$ cat src/rtl/uart_rx_core.sv
// uart_rx_core: oversampled 8N1 UART receive engine for the uart block RX FIFO.
// Synchronises the serial line, qualifies start bits, deserialises LSB-first
// and checks the stop bit, then presents each byte on a valid/ready port.
// Build option: define MAJORITY_VOTE_EN to take every bit as the 2-of-3
// majority of the samples at ticks MID-1, MID and MID+1 (decided at MID+1);
// otherwise a single sample at the MID tick is used.
module uart_rx_core #(
    parameter int DATA_WIDTH  = 8,
    parameter int OVERSAMPLE  = 16,
    parameter int SYNC_STAGES = 2
) (
    input  logic                  clk_i,
    input  logic                  rst_ni,
    input  logic                  rx_en_i,
    input  logic [15:0]           baud_div_i,
    input  logic                  uart_rx_i,
    output logic [DATA_WIDTH-1:0] rx_data_o,
    output logic                  rx_valid_o,
    input  logic                  rx_ready_i,
    output logic                  frame_err_o,
    output logic                  overrun_err_o,
    output logic                  busy_o
);

    localparam int CNT_W = $clog2(OVERSAMPLE);
    localparam int IDX_W = (DATA_WIDTH > 1) ? $clog2(DATA_WIDTH) : 1;

    localparam logic [CNT_W-1:0] MID_CNT  = CNT_W'(OVERSAMPLE / 2);
    localparam logic [CNT_W-1:0] END_CNT  = CNT_W'(OVERSAMPLE - 1);
    localparam logic [IDX_W-1:0] LAST_BIT = IDX_W'(DATA_WIDTH - 1);

    localparam logic [1:0] S_IDLE  = 2'd0;
    localparam logic [1:0] S_START = 2'd1;
    localparam logic [1:0] S_DATA  = 2'd2;
    localparam logic [1:0] S_STOP  = 2'd3;

    // Synchroniser and edge detect
    logic [SYNC_STAGES-1:0] sync_r;
    logic                   prev_r;
    logic                   sync_s;
    logic                   fall_s;

    // Tick generator and oversample counter
    logic [15:0]      tick_div_s;
    logic [15:0]      tick_div_r;
    logic [15:0]      tick_cnt_r;
    logic [CNT_W-1:0] s_cnt_r;
    logic             tick_s;
    logic             eob_s;
    logic             decide_s;
    logic             bit_val_s;

    // FSM and datapath
    logic [1:0]            state_r;
    logic [1:0]            state_nxt_s;
    logic [IDX_W-1:0]      bit_idx_r;
    logic [IDX_W-1:0]      bit_idx_nxt_s;
    logic [DATA_WIDTH-1:0] shift_r;
    logic                  deliver_s;

    // Output registers
    logic [DATA_WIDTH-1:0] rx_data_r;
    logic                  rx_valid_r;
    logic                  frame_err_r;
    logic                  overrun_r;
    logic                  busy_r;

    assign sync_s = sync_r[SYNC_STAGES-1];
    // A start edge needs the previous synchronised value high, so a line
    // stuck low cannot retrigger until it has gone high again.
    assign fall_s = prev_r & ~sync_s;

    // Bring the asynchronous line into the clock domain and keep one delayed copy for edge detection
    always_ff @(posedge clk_i or posedge rst_ni) begin
        if (rst_ni) begin
            sync_r <= {SYNC_STAGES{1'b1}};
            prev_r <= 1'b1;
        end else begin
            sync_r <= {sync_r[SYNC_STAGES-2:0], uart_rx_i};
            prev_r <= sync_s;
        end
    end

    // Derive the per-tick clock count from the bit divisor, never below one clock
    always_comb begin
        tick_div_s = baud_div_i >> CNT_W;
        if (tick_div_s == 16'd0) begin
            tick_div_s = 16'd1;
        end else begin
            tick_div_s = tick_div_s;
        end
    end

    assign tick_s = (state_r != S_IDLE) && (tick_cnt_r == (tick_div_r - 16'd1));
    assign eob_s  = tick_s && (s_cnt_r == END_CNT);

    // Tick and oversample counters: held cleared in IDLE so they restart at the start edge
    always_ff @(posedge clk_i or posedge rst_ni) begin
        if (rst_ni) begin
            tick_cnt_r <= 16'd0;
            tick_div_r <= 16'd1;
            s_cnt_r    <= '0;
        end else if (state_r == S_IDLE) begin
            tick_cnt_r <= 16'd0;
            tick_div_r <= tick_div_s;
            s_cnt_r    <= '0;
        end else if (tick_s) begin
            // Divisor is re-read on every reload so a new BAUD value applies from the next tick
            tick_cnt_r <= 16'd0;
            tick_div_r <= tick_div_s;
            s_cnt_r    <= (s_cnt_r == END_CNT) ? '0 : s_cnt_r + 1'b1;
        end else begin
            tick_cnt_r <= tick_cnt_r + 16'd1;
        end
    end

`ifdef MAJORITY_VOTE_EN
    localparam logic [CNT_W-1:0] MID_M1_CNT = CNT_W'(OVERSAMPLE / 2 - 1);
    localparam logic [CNT_W-1:0] MID_P1_CNT = CNT_W'(OVERSAMPLE / 2 + 1);

    logic smp_early_r;
    logic smp_mid_r;

    function automatic logic maj3(input logic a, input logic b, input logic c);
        return (a & b) | (a & c) | (b & c);
    endfunction

    // Capture the MID-1 and MID samples; the MID+1 sample is taken live at decision time
    always_ff @(posedge clk_i or posedge rst_ni) begin
        if (rst_ni) begin
            smp_early_r <= 1'b1;
            smp_mid_r   <= 1'b1;
        end else begin
            if (tick_s && (s_cnt_r == MID_M1_CNT)) begin
                smp_early_r <= sync_s;
            end
            if (tick_s && (s_cnt_r == MID_CNT)) begin
                smp_mid_r <= sync_s;
            end
        end
    end

    assign decide_s  = tick_s && (s_cnt_r == MID_P1_CNT);
    assign bit_val_s = maj3(smp_early_r, smp_mid_r, sync_s);
`else
    assign decide_s  = tick_s && (s_cnt_r == MID_CNT);
    assign bit_val_s = sync_s;
`endif

    // Frame sequencing: start qualification, data bit counting, stop sampling
    always_comb begin
        state_nxt_s   = state_r;
        bit_idx_nxt_s = bit_idx_r;
        deliver_s     = 1'b0;
        if (!rx_en_i) begin
            // Disabling abandons any partial frame silently
            state_nxt_s = S_IDLE;
        end else begin
            case (state_r)
                S_IDLE: begin
                    if (fall_s) begin
                        state_nxt_s = S_START;
                    end else begin
                        state_nxt_s = S_IDLE;
                    end
                end
                S_START: begin
                    if (decide_s && bit_val_s) begin
                        state_nxt_s = S_IDLE;
                    end else if (eob_s) begin
                        state_nxt_s   = S_DATA;
                        bit_idx_nxt_s = '0;
                    end else begin
                        state_nxt_s = S_START;
                    end
                end
                S_DATA: begin
                    if (eob_s) begin
                        if (bit_idx_r == LAST_BIT) begin
                            state_nxt_s = S_STOP;
                        end else begin
                            bit_idx_nxt_s = bit_idx_r + 1'b1;
                        end
                    end else begin
                        state_nxt_s = S_DATA;
                    end
                end
                S_STOP: begin
                    // Leave at mid-stop to gain half a bit of resync margin
                    if (decide_s) begin
                        deliver_s   = 1'b1;
                        state_nxt_s = S_IDLE;
                    end else begin
                        state_nxt_s = S_STOP;
                    end
                end
                default: begin
                    state_nxt_s = S_IDLE;
                end
            endcase
        end
    end

    // FSM state, bit index and the registered busy flag
    always_ff @(posedge clk_i or posedge rst_ni) begin
        if (rst_ni) begin
            state_r   <= S_IDLE;
            bit_idx_r <= '0;
            busy_r    <= 1'b0;
        end else begin
            state_r   <= state_nxt_s;
            bit_idx_r <= bit_idx_nxt_s;
            busy_r    <= (state_nxt_s != S_IDLE);
        end
    end

    // Deserialiser: shift each decided data bit in from the top so the first bit ends at the LSB
    always_ff @(posedge clk_i or posedge rst_ni) begin
        if (rst_ni) begin
            shift_r <= '0;
        end else if ((state_r == S_DATA) && decide_s) begin
            shift_r <= {bit_val_s, shift_r[DATA_WIDTH-1:1]};
        end
    end

    // Output holding register with valid/ready handshake and overrun detection
    always_ff @(posedge clk_i or posedge rst_ni) begin
        if (rst_ni) begin
            rx_data_r   <= '0;
            rx_valid_r  <= 1'b0;
            frame_err_r <= 1'b0;
            overrun_r   <= 1'b0;
        end else begin
            overrun_r <= 1'b0;
            if (deliver_s) begin
                if (!rx_valid_r || rx_ready_i) begin
                    rx_data_r   <= shift_r;
                    frame_err_r <= ~bit_val_s;
                    rx_valid_r  <= 1'b1;
                end else begin
                    // Held byte not yet taken: drop the new one and flag it
                    overrun_r <= 1'b1;
                end
            end else if (rx_valid_r && rx_ready_i) begin
                rx_valid_r <= 1'b0;
            end
        end
    end

    assign rx_data_o     = rx_data_r;
    assign rx_valid_o    = rx_valid_r;
    assign frame_err_o   = frame_err_r;
    assign overrun_err_o = overrun_r;
    assign busy_o        = busy_r;

endmodule

$ cat config.mk
export PLATFORM = sky130hd
export DESIGN_NAME = uart_rx_core
export DESIGN_NICKNAME = d
export VERILOG_FILES = /design/src/rtl/uart_rx_core.sv
export SDC_FILE = /design/constraint.sdc
export NUM_CORES = 1
export LEC_CHECK = 0
export BUFFER_PORTS_ARGS = -buffer_cell sky130_fd_sc_hd__buf_2
export CAP_MARGIN = 10
export CORE_AREA = 2 2 109 58
export CTS_BUF_LIST = sky130_fd_sc_hd__clkbuf_2 sky130_fd_sc_hd__clkbuf_4 sky130_fd_sc_hd__clkbuf_8
export DETAILED_ROUTE_END_ITERATION = 12
export DIE_AREA = 0 0 111 60
export PLACE_DENSITY = 0.89
export SETUP_SLACK_MARGIN = 0.2
export SYNTH_ARGS = -nofsm -noshare
export SYNTH_HDL_FRONTEND = slang
export SYNTH_SLANG_ARGS = --single-unit
$ cat constraint.sdc
create_clock -name clk_i -period 3.1 [get_ports clk_i]
set_clock_uncertainty 0.05 [all_clocks]
set_input_delay 0.62 -clock clk_i [delete_from_list [all_inputs] [get_ports clk_i]]
set_output_delay 0.62 -clock clk_i [all_outputs]
set_load 0.02 [all_outputs]
After elaboration in Yosys (flattened, before gate mapping) --
Cells that the tools add are included.
Word-level totals: register bits after elaboration 64, input port bits 21, output and inout bits 12, word-level logic and storage cells 78
Cells by class: $add $sub $neg 4, equal/unequal tests 12, muxes and demuxes 29, bitwise logic cells 2, reduce and logical (&&, ||, !) cells 18
Operators by type and width (count):
- $mux W16 | 4
- $add A16 B1 Y16 const B | 1
- $eq A16 B16 Y1 | 1
- $logic_not A16 Y1 | 1
- $sub A16 B1 Y16 const B | 1
- $mux W12 | 1
- $mux W2 | 6
- $mux W3 | 4
- $mux W4 | 3
- $reduce_bool A2 Y1 | 5
- $mux W1 | 9
- $eq A4 B4 Y1 const B | 2
- $ne A2 B2 Y1 const B | 4
- $pmux W2 S4 | 1
- $logic_and A1 B1 Y1 | 6
- $pmux W3 S2 | 1
- $reduce_and A6 Y1 | 1
- $add A4 B1 Y4 const B | 1
- $eq A2 B2 Y1 const B | 2
- $reduce_and A2 Y1 | 2
- $add A3 B1 Y3 const B | 1
- $eq A3 B3 Y1 const B | 1
- $eq A2 B1 Y1 const B | 1
- $logic_not A2 Y1 | 1
- other kinds (5) | 5

Depth between registers and ports, before layout --
word-level depth 9, depth in mapped cells 11, depth with buffers taken out 9

Least setup slack after synthesis --
No wires, ideal clock.
kind flip-flop to flip-flop, start reg tick_div_r[3], end reg rx_data_r[0], in the netlist rx_data_o[0], library setup time 125 ps, data arrival time 2803 ps, data required time 2925 ps, slack 122 ps, cell stages (with the launch flop) 9, path buffers 1, period minus slack after synthesis 2978 ps, cell sequence dfrtp_1 > buf_6 > or4_4 > nor4b_2 > a21oi_1 > a311oi_1 > nand4_1 > nor4_4 > mux2_2
On the way: cells in the longest elaborated chain, start to end 8
Ends and longest elaborated chain:
- start: declaration | RTL line 45 | logic [15:0] tick_div_r;
- start signal: assignment | RTL line 105 | tick_div_r <= tick_div_s;
- start signal: assignment | RTL line 110 | tick_div_r <= tick_div_s;
- $sub A16 B1 Y16 | RTL line 94 | assign tick_s = (state_r != S_IDLE) && (tick_cnt_r == (tick_div_r - 16'd1));
- $eq A16 B16 Y1 | RTL line 94
- $logic_and A1 B1 Y1 | RTL line 94
- $logic_and A1 B1 Y1 | RTL line 146 | assign decide_s = tick_s && (s_cnt_r == MID_CNT);
- $mux W1 | RTL line 190 | if (decide_s) begin
- $mux W1 | RTL line 159 | case (state_r)
- $mux W1 | RTL line 155 | if (!rx_en_i) begin
- $reduce_and A2 Y1 (no line)
- end signal: assignment | RTL line 237 | rx_data_r <= shift_r;
- end: declaration | RTL line 62 | logic [DATA_WIDTH-1:0] rx_data_r;
Every way passes these cells. A chain may end at the register's enable or synchronous reset.

Worst setup path in the final report --
start reg tick_div_r[3], end reg tick_div_r[2]
On the way: cells in the longest elaborated chain, start to end 4
Ends and longest elaborated chain (RTL line):
- $sub A16 B1 Y16 | 94
- $eq A16 B16 Y1 | 94
- $logic_and A1 B1 Y1 | 94
- $reduce_bool A2 Y1 (no line)
Every way passes these cells.

==> impl_metrics.ini <==
[sta]
period_minus_slack_ps = 2850
finalHoldViolations = 0
post-route-period-util_pct = 91.9
tightest_slew_ps = 669
fin_setup_tns_ps = 0
maxSlewViolCount = 0
setup_violations = 0
fmax_mhz = 351
relSlewSlack_pct = 55.4
fin_ws_ps = 252
rsz0062_at_grt = yes

[placement]
place.gp.congestion = 0.862
dp_slack_ps = 137
numPortBuffers = 28
place_area_sq_um = 3380
place_hpwl_mm = 4.88

[run]
cap_violations = 0

[yosys]
yosysWarnings = 0
synthesis.area_sq_um = 3040
synth_fp_nets = 310
synth_top_area_share_pct = 46.1
ys_seq_area_share_pct = 49.5
syn_inst = 283
synth_area_leaders = dfrtp_1, mux2_2, xnor2_1
ys.flop_type = dfrtp_1
yosysTopAreaCell = dfrtp_1
synth-async-reset-ratio_pct = 100
synth_edf_count = 0
netlist-cell-type-count = 44
syn_avg_cell_area_sq_um = 10.7
synth_seq_cells = 60

[floorplan]
die_h_um = 60
core-area_sq_um = 5780
die_w_um = 111
start_util_pct = 52.6
design.die.area_sq_um = 6660
ioPinCount = 33
row_count = 20

[clock_tree]
clk_pin_slew_ps = 70
clock_sinks = 60
hold_buffers = 0
numCtsBuffers = 9
cts-root-buf = clkbuf_8
cts_tree = yes
htreeDepth = 3
cts.path.max_buffers = 2
clock_latency_ps = 360

[routing]
first_pass_iters = 4
drt-met1-wl_mm = 3.55
drc = 0
route.met2.wl_mm = 2.92
route.antenna.remaining_nets = 0
viasPerCell = 5.64
wire_per_inst_um = 17.1
vias = 2347
dr.max_layer_used = met4
met3_length_um = 568
drt_iter0_drc = 280
totalWireLength_mm = 7.13

[global_routing]
antenna_found_initial = 0
gr-total-overflow = 0
grt_pass1_wl_mm = 11.4
grt_usage_pct = 23.3
grt_max_degree = 54
grt_pass1_vias = 2166

[setup_path]
cp_slowest_cell = or4_4
criticalPathCategory = reg2reg
crit_start = tick_div_r[3]
critPathArrivalTime_ps = 3040
crit_fanout = 8
path_buf_inv = 1
crit_chain = or4_4, nor4b_4, a21oi_2, a311oi_2, buf_4, nand3_2, o21ai_2, mux2_2
worstReg2RegStart = tick_div_r[3]
startpoint_type = flip-flop
critPathMaxStageDelay_ps = 560
worst_setup_path_end_kind = flip-flop
worstPathRequired_ps = 3290
critical_path.top_delay_family = simple AND/OR/NAND/NOR gates

[power]
intPower_uw = 1220
max-vdd-ir-drop_uv = 321
cellPowerDensity_nw_per_um2 = 453
clock_power_share_pct = 38.4
p_sw_uw = 452
total_leakage_power_uw = 0.00167
pwr-share-seq_pct = 50.2
power_frac_comb_pct = 11.4
switching_share_pct = 27.0

[finish]
fin_area_sq_um = 3690
syn_to_final_growth_pct = 21.5
nets = 361
antennaDiodeCount = 0
drive_above_1_share_pct = 34.8

[outcome]
status = finished clean

[hold_path]
min_path_type = in2async
per-layer routing:
metal | GRT usage, % | vias up
met1 | 34.4 | 1155
met3 | 9.53 | 10
met2 | 30.5 | 89
met4 | 8.04 | 0
li1 | - | 1093
met5 | 0 | -
per-stage QoR:
stage | total power (uW) | utilization, % | std cells | hold WS [ps]
floorplan | 961 | - | 283 | 295
global placement | 1010 | 58.5 | 391 | 296
detailed placement | 1020 | 58.5 | 391 | 297
CTS | 1670 | 62.6 | 412 | 84.7
global route | 1760 | 63.9 | 416 | 86.2
finish | 1670 | 63.9 | 416 | 93.7
synth_stat cells, types with 2 or more instances:
cell	instances
nor2b_1	2
nand2_1	16
xnor2_1	16
xor2_1	15
or2_2	3
a21oi_1	6
nor4_1	6
a31oi_1	3
nand4_1	3
mux2i_1	4
a311oi_1	2
nand3_1	14
dfstp_2	4
o21ai_0	12
mux2_2	27
or3_1	2
buf_2	3
nand3b_1	3
nor3_1	4
clkbuf_1	5
nor2_1	28
ha_1	6
dfrtp_1	56
and3_1	9
inv_1	14
a21o_1	2
timing repair:
action	in CTS	in global routing
cloned	1	1
resized for setup	6	9
endpoints found under the setup margin	35	45
hold endpoints to repair	0	0
pin swaps	1	4
setup buffers	4	3
layout by cell type, fill, tap and decap left out, drive strengths merged, types with 2 or more instances in the layout:
cell / count
clkinv: 2
or3: 2
a31oi: 3
a21oi: 6
nand3: 14
o21ai: 14
mux2: 27
ha: 6
inv: 14
buf: 48
xnor2: 16
mux2i: 4
a311oi: 2
clkinvlp: 2
nand2: 16
dfstp: 4
xor2: 15
nor4: 7
clkbuf: 12
nor2b: 2
nor2: 28
or2: 3
nor3: 5
nand4: 4
and3: 9
nand3b: 3
a21o: 2
dfrtp: 56
cell type report:
| cell class | instances | area, sq um |
|---|---|---|
| fillers | 465 | 2090 |
| inverters | 14 | 52.6 |
| well taps | 77 | 96.3 |
| clock inverters | 4 | 25.0 |
| clock buffers | 12 | 153 |
| repair buffers | 48 | 298 |
| multi-input cells | 201 | 1560 |
| flip-flops and latches | 60 | 1510 |
final timing paths:
kind	cells after the start	end	slack [ps]
max reg2reg	8	tick_div_r[2]	250
min reg2reg	0	sync_r[1]	310
min	2	s_cnt_r[3]	90
max in group asynchronous	3	tick_div_r[4]	1970
min in group clk_i	0	sync_r[1]	310
max	8	tick_div_r[2]	250
cells by family (layout without fill, tap and decap cells):
| logic type | count (synthesis) | after routing | share of synthesized area [%] |
|---|---|---|---|
| and+or+nand+nor | 97 | 97 | 17.0 |
| AOI/OAI and AO/OA | 35 | 36 | 7.53 |
| DFF | 60 | 60 | 49.5 |
| adders and majority gates | 6 | 6 | 2.47 |
| muxes | 31 | 31 | 11.3 |
| buffers and inverters | 23 | 78 | 3.21 |
| xor gates and xnor gates | 31 | 31 | 8.93 |
power by group through the flow:
stage	logic, uW	clock network [uW]	registers, uW
after floorplan	117	0	844
after global placement	160	0	851
after detailed placement	166	0	852
after CTS	172	655	839
after global routing	208	704	844
final	190	643	841
registers in the layout (all words and copies together) (netlist names), 2 cells and up:
register / count
shift_r: 8
sync_r: 2
tick_div_r: 12
rx_data_o: 8
bit_idx_r: 3
s_cnt_r: 4
state_r: 2
tick_cnt_r: 16
Power figures use the tool's default switching activity.
